**config.mk**
```make
export PLATFORM = sky130hd
export DESIGN_NAME = serial_addsub
export DESIGN_NICKNAME = d
export VERILOG_FILES = /design/src/rtl/serial_addsub.sv
export SDC_FILE = /design/constraint.sdc
export NUM_CORES = 1
export LEC_CHECK = 0
export ABC_AREA = 0
export CAP_MARGIN = 25
export CORE_AREA = 2 2 116 118
export CTS_CLUSTER_DIAMETER = 80
export DETAILED_ROUTE_END_ITERATION = 12
export DIE_AREA = 0 0 118 120
export GPL_ROUTABILITY_DRIVEN = 0
export PLACE_DENSITY_LB_ADDON = 0.25
export SYNTH_ARGS = -nofsm -noshare
export SYNTH_HDL_FRONTEND = slang
export SYNTH_SLANG_ARGS = --single-unit
```
**constraint.sdc**
```tcl
create_clock -name clk -period 4.36 [get_ports clk]
set_input_delay 1.308 -clock clk [delete_from_list [all_inputs] [get_ports clk]]
set_output_delay 1.308 -clock clk [all_outputs]
set_load 0.02 [all_outputs]
```
**src/rtl/serial_addsub.sv**
```systemverilog
// serial_addsub: bit-serial WIDTH-bit adder/subtractor.
// Two operands are latched and fed LSB first through a one-bit full-adder
// cell with a registered carry. The sum bits are collected and the result is
// returned with carry, signed-overflow and zero flags over a valid/ready
// handshake.
module serial_addsub #(
    parameter int WIDTH = 32
) (
    input  logic             clk,
    input  logic             rst_n,
    input  logic             in_valid,
    output logic             in_ready,
    input  logic [WIDTH-1:0] a,
    input  logic [WIDTH-1:0] b,
    input  logic             sub,
    output logic             out_valid,
    input  logic             out_ready,
    output logic [WIDTH-1:0] sum,
    output logic             cout,
    output logic             overflow,
    output logic             zero
);

    localparam int CW = $clog2(WIDTH + 1);

    typedef enum logic [1:0] {
        IDLE = 2'd0,
        RUN  = 2'd1,
        DONE = 2'd2
    } state_t;

    state_t           state_reg, state_next;
    logic [CW-1:0]    count_reg;
    logic [WIDTH-1:0] a_sh_reg;
    logic [WIDTH-1:0] b_sh_reg;
    logic [WIDTH-1:0] result_reg;
    logic             carry_reg;

    // One-bit full-adder cell on the current LSB pair.
    logic             bit_s;
    logic             bit_c;
    logic             last_bit;
    logic [WIDTH-1:0] result_next;

    assign {bit_c, bit_s} = {1'b0, a_sh_reg[0]} + {1'b0, b_sh_reg[0]} + {1'b0, carry_reg};
    assign last_bit       = (count_reg == CW'(WIDTH - 1));
    assign result_next    = {bit_s, result_reg[WIDTH-1:1]};

    // Handshake outputs decode from the state only.
    assign in_ready  = (state_reg == IDLE);
    assign out_valid = (state_reg == DONE);

    // State register.
    always_ff @(posedge clk or negedge rst_n) begin
        if (!rst_n) begin
            state_reg <= IDLE;
        end else begin
            state_reg <= state_next;
        end
    end

    // Next-state decode.
    always_comb begin
        state_next = state_reg;
        case (state_reg)
            IDLE:    if (in_valid)  state_next = RUN;
            RUN:     if (last_bit)  state_next = DONE;
            DONE:    if (out_ready) state_next = IDLE;
            default: state_next = IDLE;
        endcase
    end

    // Operand load, serial add step, and result/flag capture on the last bit.
    always_ff @(posedge clk or negedge rst_n) begin
        if (!rst_n) begin
            count_reg  <= '0;
            a_sh_reg   <= '0;
            b_sh_reg   <= '0;
            result_reg <= '0;
            carry_reg  <= 1'b0;
            sum        <= '0;
            cout       <= 1'b0;
            overflow   <= 1'b0;
            zero       <= 1'b0;
        end else begin
            case (state_reg)
                IDLE: begin
                    if (in_valid) begin
                        // Subtract is A + ~B + 1: the +1 enters as the initial carry.
                        a_sh_reg   <= a;
                        b_sh_reg   <= sub ? ~b : b;
                        carry_reg  <= sub;
                        result_reg <= '0;
                        count_reg  <= '0;
                    end
                end
                RUN: begin
                    result_reg <= result_next;
                    a_sh_reg   <= a_sh_reg >> 1;
                    b_sh_reg   <= b_sh_reg >> 1;
                    carry_reg  <= bit_c;
                    if (last_bit) begin
                        // carry_reg is the carry into the MSB during this step,
                        // so overflow is formed directly from the live value.
                        sum      <= result_next;
                        cout     <= bit_c;
                        overflow <= carry_reg ^ bit_c;
                        zero     <= (result_next == '0);
                    end else begin
                        count_reg <= count_reg + 1'b1;
                    end
                end
                default: ;
            endcase
        end
    end

endmodule
```
==> results by group, run 1 <==
Global routing
  • Vias in the first global route: between 4000 and 5000
  • GRT Resource Usage Total: 0.192
  • Initial antenna violation count: 0
  • Grt total ovfl: 0
  • Largest net degree at the start of global routing: 85
  • First-pass GRT wire length: approximately 22 mm

Timing
  • RSZ-0062 raised after global routing: no
  • Slew @ Worst Pin: about 1000 ps
  • Rel. slew slack: 0.300
  • Hold Violations, Final: 0
  • Fmax: ~310 MHz
  • Post-layout min period: ~3300 ps
  • Max Slew Vio Count: 0
  • Crit share post-route: 0.751
  • Skew final: between 10 and 15 ps
  • Final setup vio count: 0
  • Setup TNS: 0 ps

Critical path
  • CP startpoint kind: flip-flop
  • CP cell instances: buf_4 > nor2b_1 > clkdlybuf4s50_1
  • Worst Path Buf+Inv: 2
  • Critical Path Slowest Stage Cell: clkdlybuf4s50_1
  • WS Path Type: flip-flop to output port
  • CP endpoint kind: output port
  • Crit-path leading delay family: buffers and inverters
  • Crit path DAT: ~2000 ps
  • Worst endpoint required time: 3050 ps
  • Worst path depth: 3
  • FF-to-FF path depth: 4
  • Worst-path fanout max: 39
  • Crit path largest cell delay: 630 ps

Logic synthesis
  • #FFs+latches synth: roughly 140
  • Distinct cell type count after synthesis: 39
  • Cell count after synthesis: 558
  • Sequential area share after synthesis: 0.547
  • Synth Cell Area: about 6400 um2
  • Mapped Avg Cell Area: 11.4 um2
  • Syn. warnings: 0
  • Syn nets: 629

Final layout
  • Final #Nets: between 700 and 800
  • Fillers: around 1100
  • Layout area overhead: 26.1%
  • Commonest non-fill, non-tap cell in the layout: dfrtp_1
  • Number of diodes: 0
  • Finished Layout Cells: around 840
  • Share of cells above drive strength 1: 0.129
  • Most frequent cells in the layout: 139 x dfrtp_1, 103 x clkdlybuf4s50_1, 68 x nand2_1, 36 x nor2_1, 35 x a21oi_1

Clocking
  • Root Driver: clkbuf_16
  • H-tree levels: 4
  • Clock Latency Late Sink: ~400 ps
  • Clock sinks: 139
  • CTS tree: done
  • Cts repair resizes: 0
  • Post-CTS Setup Bufs: 0
  • Clock Tree Buf Depth: 2
  • Cts hold-fix bufs: 0
  • TritonCTS Buffers: 17
  • Clock-pin slew on the worst setup and hold paths: ~60 ps

Die
  • CORE AREA: between 10000 and 15000 um2
  • Die X: 118 um
  • Die area: between 10000 and 15000 um2
  • # IOs: roughly 110
  • Num rows: 42
  • Die Span Y: about 120 um
  • Starting Density: 0.490

Job
  • Max Cap Viol: 0

Min path
  • Worst Hold Class: flip-flop to flip-flop
  • Worst hold path depth: 2

Route
  • Final antenna-violating net count: 0
  • Drt first pass iters: 5
  • Vias post-DR: approximately 4400
  • Residual DRC count: 0
  • Vias per std cell: 5.33
  • WL final: between 10 and 15 mm
  • Initial drt markers: approximately 300
  • Routed WL per cell: 15.3 um

Power
  • Worst vdd ir: between 0.3 and 0.4 mV
  • PwrDens: about 700 nW/um2
  • Leakage: between 3 and 4 nW

Placement
  • PortBufs: around 110
  • Cells after DPL: around 800
  • Dpl hpwl: roughly 8.2 mm

Run status
  • Outcome: finished, final reports clean
[cells by family (layout without fill, tap and decap cells)]
| logic type | count (synthesis) | after routing | synth area share |
|---|---|---|---|
| AOI/OAI and AO/OA | 141 | 141 | 0.157 |
| xor gates and xnor gates | 35 | 35 | 0.0482 |
| adders and majority gates | 2 | 2 | 0.00511 |
| buffers and inverters | 46 | 147 | 0.0431 |
| DFF | 139 | 139 | 0.547 |
| muxes | 35 | 35 | 0.0791 |
| and+or+nand+nor | 160 | 160 | 0.121 |
[cells in the mapped netlist (all sizes together)]
library cell	n	share of area
fa	1	0.0031
and3	1	0.0018
a31o	1	0.0014
o22a	30	0.041
a31oi	32	0.031
xor2	3	0.0041
xnor2	32	0.044
ha	1	0.0020
and2b	1	0.0014
dfrtp	139	0.55
a22oi	1	0.0012
a21oi	35	0.028
inv	3	0.0018
o21ai	6	0.0047
o21bai	1	0.0018
o31ai	1	0.0012
nand2b	1	0.00098
a32o	1	0.0016
buf	26	0.030
nand4	3	0.0030
mux2	35	0.079
a22o	31	0.043
nand3b	1	0.0012
o22ai	1	0.00098
nand2	69	0.042
nand3	1	0.00079
nor2	38	0.025
nor4	8	0.0079
and4	1	0.0016
clkbuf	17	0.011
a21o	1	0.0012
nor2b	36	0.035
[through the flow]
step	hold slack, ps	setup slack, ps	total power, mW	util	area (um2)
3_5_place_dp	487	1260	4.30	0.575	7470
5_1_grt	519	984	5.98	0.618	8020
4_1_cts	506	1060	5.66	0.618	8020
6_report	501	1090	5.60	0.618	8020
2_1_floorplan	444	1990	3.65	-	6360
3_3_place_gp	463	1360	4.19	0.575	7470
[final timing paths]
| check | end | start | slack [ps] |
|---|---|---|---|
| max reg2reg | result_reg[17] | state_reg[0] | 1930 |
| min in group asynchronous | sum[22] | rst_n | 950 |
| min | b_sh_reg[31] | b_sh_reg[31] | 500 |
| max | out_valid | state_reg[1] | 1090 |
| min reg2reg | b_sh_reg[31] | b_sh_reg[31] | 500 |
| max in group asynchronous | cout | rst_n | 2620 |
[tightest hold or removal path, stage by stage, from the launching register on]
cell     delay, ps
dfrtp_1        350
nand2_1         60
o31ai_1         60
[per-layer routing]
| metal | track usage | wire length, um | up-vias |
|---|---|---|---|
| met3 | 0.0466 | 525 | 19 |
| met2 | 0.306 | 6180 | 112 |
| met1 | 0.257 | 5880 | 2174 |
| met4 | 0.0715 | 223 | 0 |
| met5 | 0 | 0 | - |
| li1 | - | - | 2142 |
[cell type report]
cell class,instances,area [um2],area share
tap,176,220,0.0274
timing repair buffer,113,1130,0.141
multi-input combinational,373,2630,0.327
sequential,139,3480,0.434
clock inverter,11,97.6,0.0122
clock buffer,20,457,0.0569
inverter,3,11.3,0.00140
[report_power, final]
part | internal [mW] | leakage [nW] | total [mW] | switching (mW)
clock | 0.807 | 0.264 | 1.33 | 0.526
sequential | 1.87 | 1.76 | 2.29 | 0.421
combinational | 1.05 | 1.48 | 1.98 | 0.928
total | 3.73 | 3.50 | 5.60 | 1.88
(Power assumes the default switching activity.)
==> inputs of run 2 (changes only) <==
==> constraint.sdc (replaced) <==
create_clock -name clk -period 3.1 [get_ports clk]
set_input_delay 0.93 -clock clk [delete_from_list [all_inputs] [get_ports clk]]
set_output_delay 0.93 -clock clk [all_outputs]
set_load 0.02 [all_outputs]
==> run 2 against run 1 <==
Effect of this change: critical path depth down 1; critical path type unchanged; non-clock buffer count increased by 5; sequential share of layout area shrank 0.87 points; global-route usage grew 0.081 points; highest routed layer unchanged; largest power group unchanged; largest cell class unchanged; clock power up 74%; register-to-register slack worse by 1200 ps; final cell count increased by 0.60%; flip-flop and latch count unchanged; clock skew increased by 2.2 ps.
==> results by group, run 2 (same netlist as run 1, synthesis figures left out) <==
Die
  • Die Span Y: approximately 120 um
  • Num rows: 42
  • # IOs: 106
  • CORE AREA: 13000 um2
  • Die area: 14200 um2
  • Starting Density: 0.490
  • Die X: between 100 and 150 um

Timing
  • Setup TNS: 0 ps
  • Post-layout min period: 2730 ps
  • Crit share post-route: 0.882
  • Skew final: between 10 and 15 ps
  • Rel. slew slack: 0.470
  • Worst hold slack: roughly 350 ps
  • Fmax: ~370 MHz
  • RSZ-0062 raised after global routing: no
  • Final Worst Setup Slack: 365 ps
  • Hold Violations, Final: 0
  • Final setup vio count: 0
  • Max Slew Vio Count: 0
  • Slew @ Worst Pin: between 700 and 800 ps

Final layout
  • Number of diodes: 0
  • Sequential Area: 3480 um2
  • Multi-input gate area: 2630 um2
  • Core Util, Final: 0.631
  • Share of cells above drive strength 1: 0.137
  • Commonest non-fill, non-tap cell in the layout: dfrtp_1
  • Finished Layout Cells: 840
  • Post-route cell area: just over 8000 um2
  • Fillers: 1053
  • Layout area overhead: 28.7%
  • Most frequent cells in the layout: 139 x dfrtp_1, 103 x clkdlybuf4s50_1, 68 x nand2_1, 36 x nor2_1, 35 x a21oi_1
  • Final #Nets: 723

Power
  • PwrDens: 1020 nW/um2
  • Design Power: approximately 8.4 mW
  • Sw frac: 0.319
  • P_sw: around 2.7 mW
  • Leakage: 3.59 nW
  • Worst vdd ir: roughly 0.44 mV
  • Part of the power in the clock network: 0.277
  • Logic pwr share: 0.336
  • Share of power burned in registers: 0.387
  • Internal power: 5.69 mW

Job
  • Max Cap Viol: 0

Clocking
  • Clock sinks: about 140
  • Cts hold-fix bufs: 0
  • H-tree levels: 4
  • Clock-pin slew on the worst setup and hold paths: about 60 ps
  • CTS tree: done
  • Root Driver: clkbuf_16
  • TritonCTS Buffers: 17
  • Clock Latency Late Sink: 410 ps
  • Post-CTS Setup Bufs: 0
  • Clock Tree Buf Depth: 2
  • Cts repair resizes: 0

Route
  • Final antenna-violating net count: 0
  • WL final: around 13 mm
  • Wire length on met2: about 6.5 mm
  • Top layer used by detailed routing: met4
  • Vias per std cell: 5.43
  • Drt first pass iters: 5
  • Initial drt markers: about 310
  • Routed WL per cell: between 15 and 20 um
  • Routed met3 length: about 570 um
  • Metal-1 WL: about 6 mm
  • Vias post-DR: between 4000 and 5000
  • Residual DRC count: 0

Placement
  • PortBufs: 105
  • Placement Cell Area: 7510 um2
  • Worst slack, placed: 711 ps
  • Dpl hpwl: approximately 8.4 mm
  • Cells after DPL: about 810

Global routing
  • Vias in the first global route: 4550
  • GRT Resource Usage Total: 0.193
  • First-pass GRT wire length: between 20 and 25 mm
  • Largest net degree at the start of global routing: 81
  • Grt total ovfl: 0
  • Initial antenna violation count: 0

Critical path
  • Start of the worst register-to-register path: state_reg[0]
  • R2R Setup Slk: just over 700 ps
  • Worst-path fanout max: 15
  • RR Endpoint: sum[0]
  • CP startpoint kind: flip-flop
  • FF-to-FF path depth: 4
  • CP endpoint kind: output port
  • WS Path Type: flip-flop to output port
  • Crit path DAT: between 1500 and 2000 ps
  • Worst endpoint required time: 2170 ps

Run status
  • Outcome: finished, final reports clean

Min path
  • Worst Hold Class: input port to asynchronous set/reset pin
## run 2: power groups by stage
stage / Clock [mW] / Sequential (mW) / Combinational, mW
after floorplan: 0 / 3.26 / 1.87
after global placement: 0 / 3.19 / 2.70
after detailed placement: 0 / 3.24 / 2.81
after CTS: 2.34 / 3.23 / 2.84
after global routing: 2.43 / 3.34 / 3.10
final: 2.31 / 3.23 / 2.81
## run 2: worst max-delay path, cell delays in order (launching register included)
cell	delay (ps)
dfrtp_1	540
nor2b_1	230
clkdlybuf4s50_1	630
## run 2: routing by layer
layer  global-route usage  up-vias
met3               0.0466        6
met2                0.318      129
met4               0.0497        0
met5                    0        -
met1                0.258     2279
li1                     -     2144
## run 2: worst max path at each step
stage,end,slack [ps],depth (start not counted),from
final,out_valid,370,2,state_reg[0]
after global routing,out_valid,250,2,state_reg[0]
after floorplan,out_valid,1110,3,state_reg[0]
after CTS,out_valid,350,2,state_reg[0]
after global placement,sum[30],790,4,state_reg[0]
after detailed placement,sum[1],710,4,state_reg[0]
## run 2: cell type report
type	count	share of cell area
Timing Repair Buffer	118	0.143
Tap cell	176	0.0269
Clock buffer	20	0.0570
Sequential cell	139	0.425
Multi-Input combinational cell	373	0.321
Clock inverter	11	0.0263
Inverter	3	0.00138
==> inputs of run 3 (changes only) <==
--- a/config.mk
+++ b/config.mk
@@ -6,6 +6,7 @@
 export NUM_CORES = 1
 export LEC_CHECK = 0
 export ABC_AREA = 0
+export ABC_CLOCK_PERIOD_IN_PS = 3100
 export CAP_MARGIN = 25
 export CORE_AREA = 2 2 116 118
 export CTS_CLUSTER_DIAMETER = 80
==> results of run 3 <==
The final DEF is identical to that of run 2; final timing and power are the same.
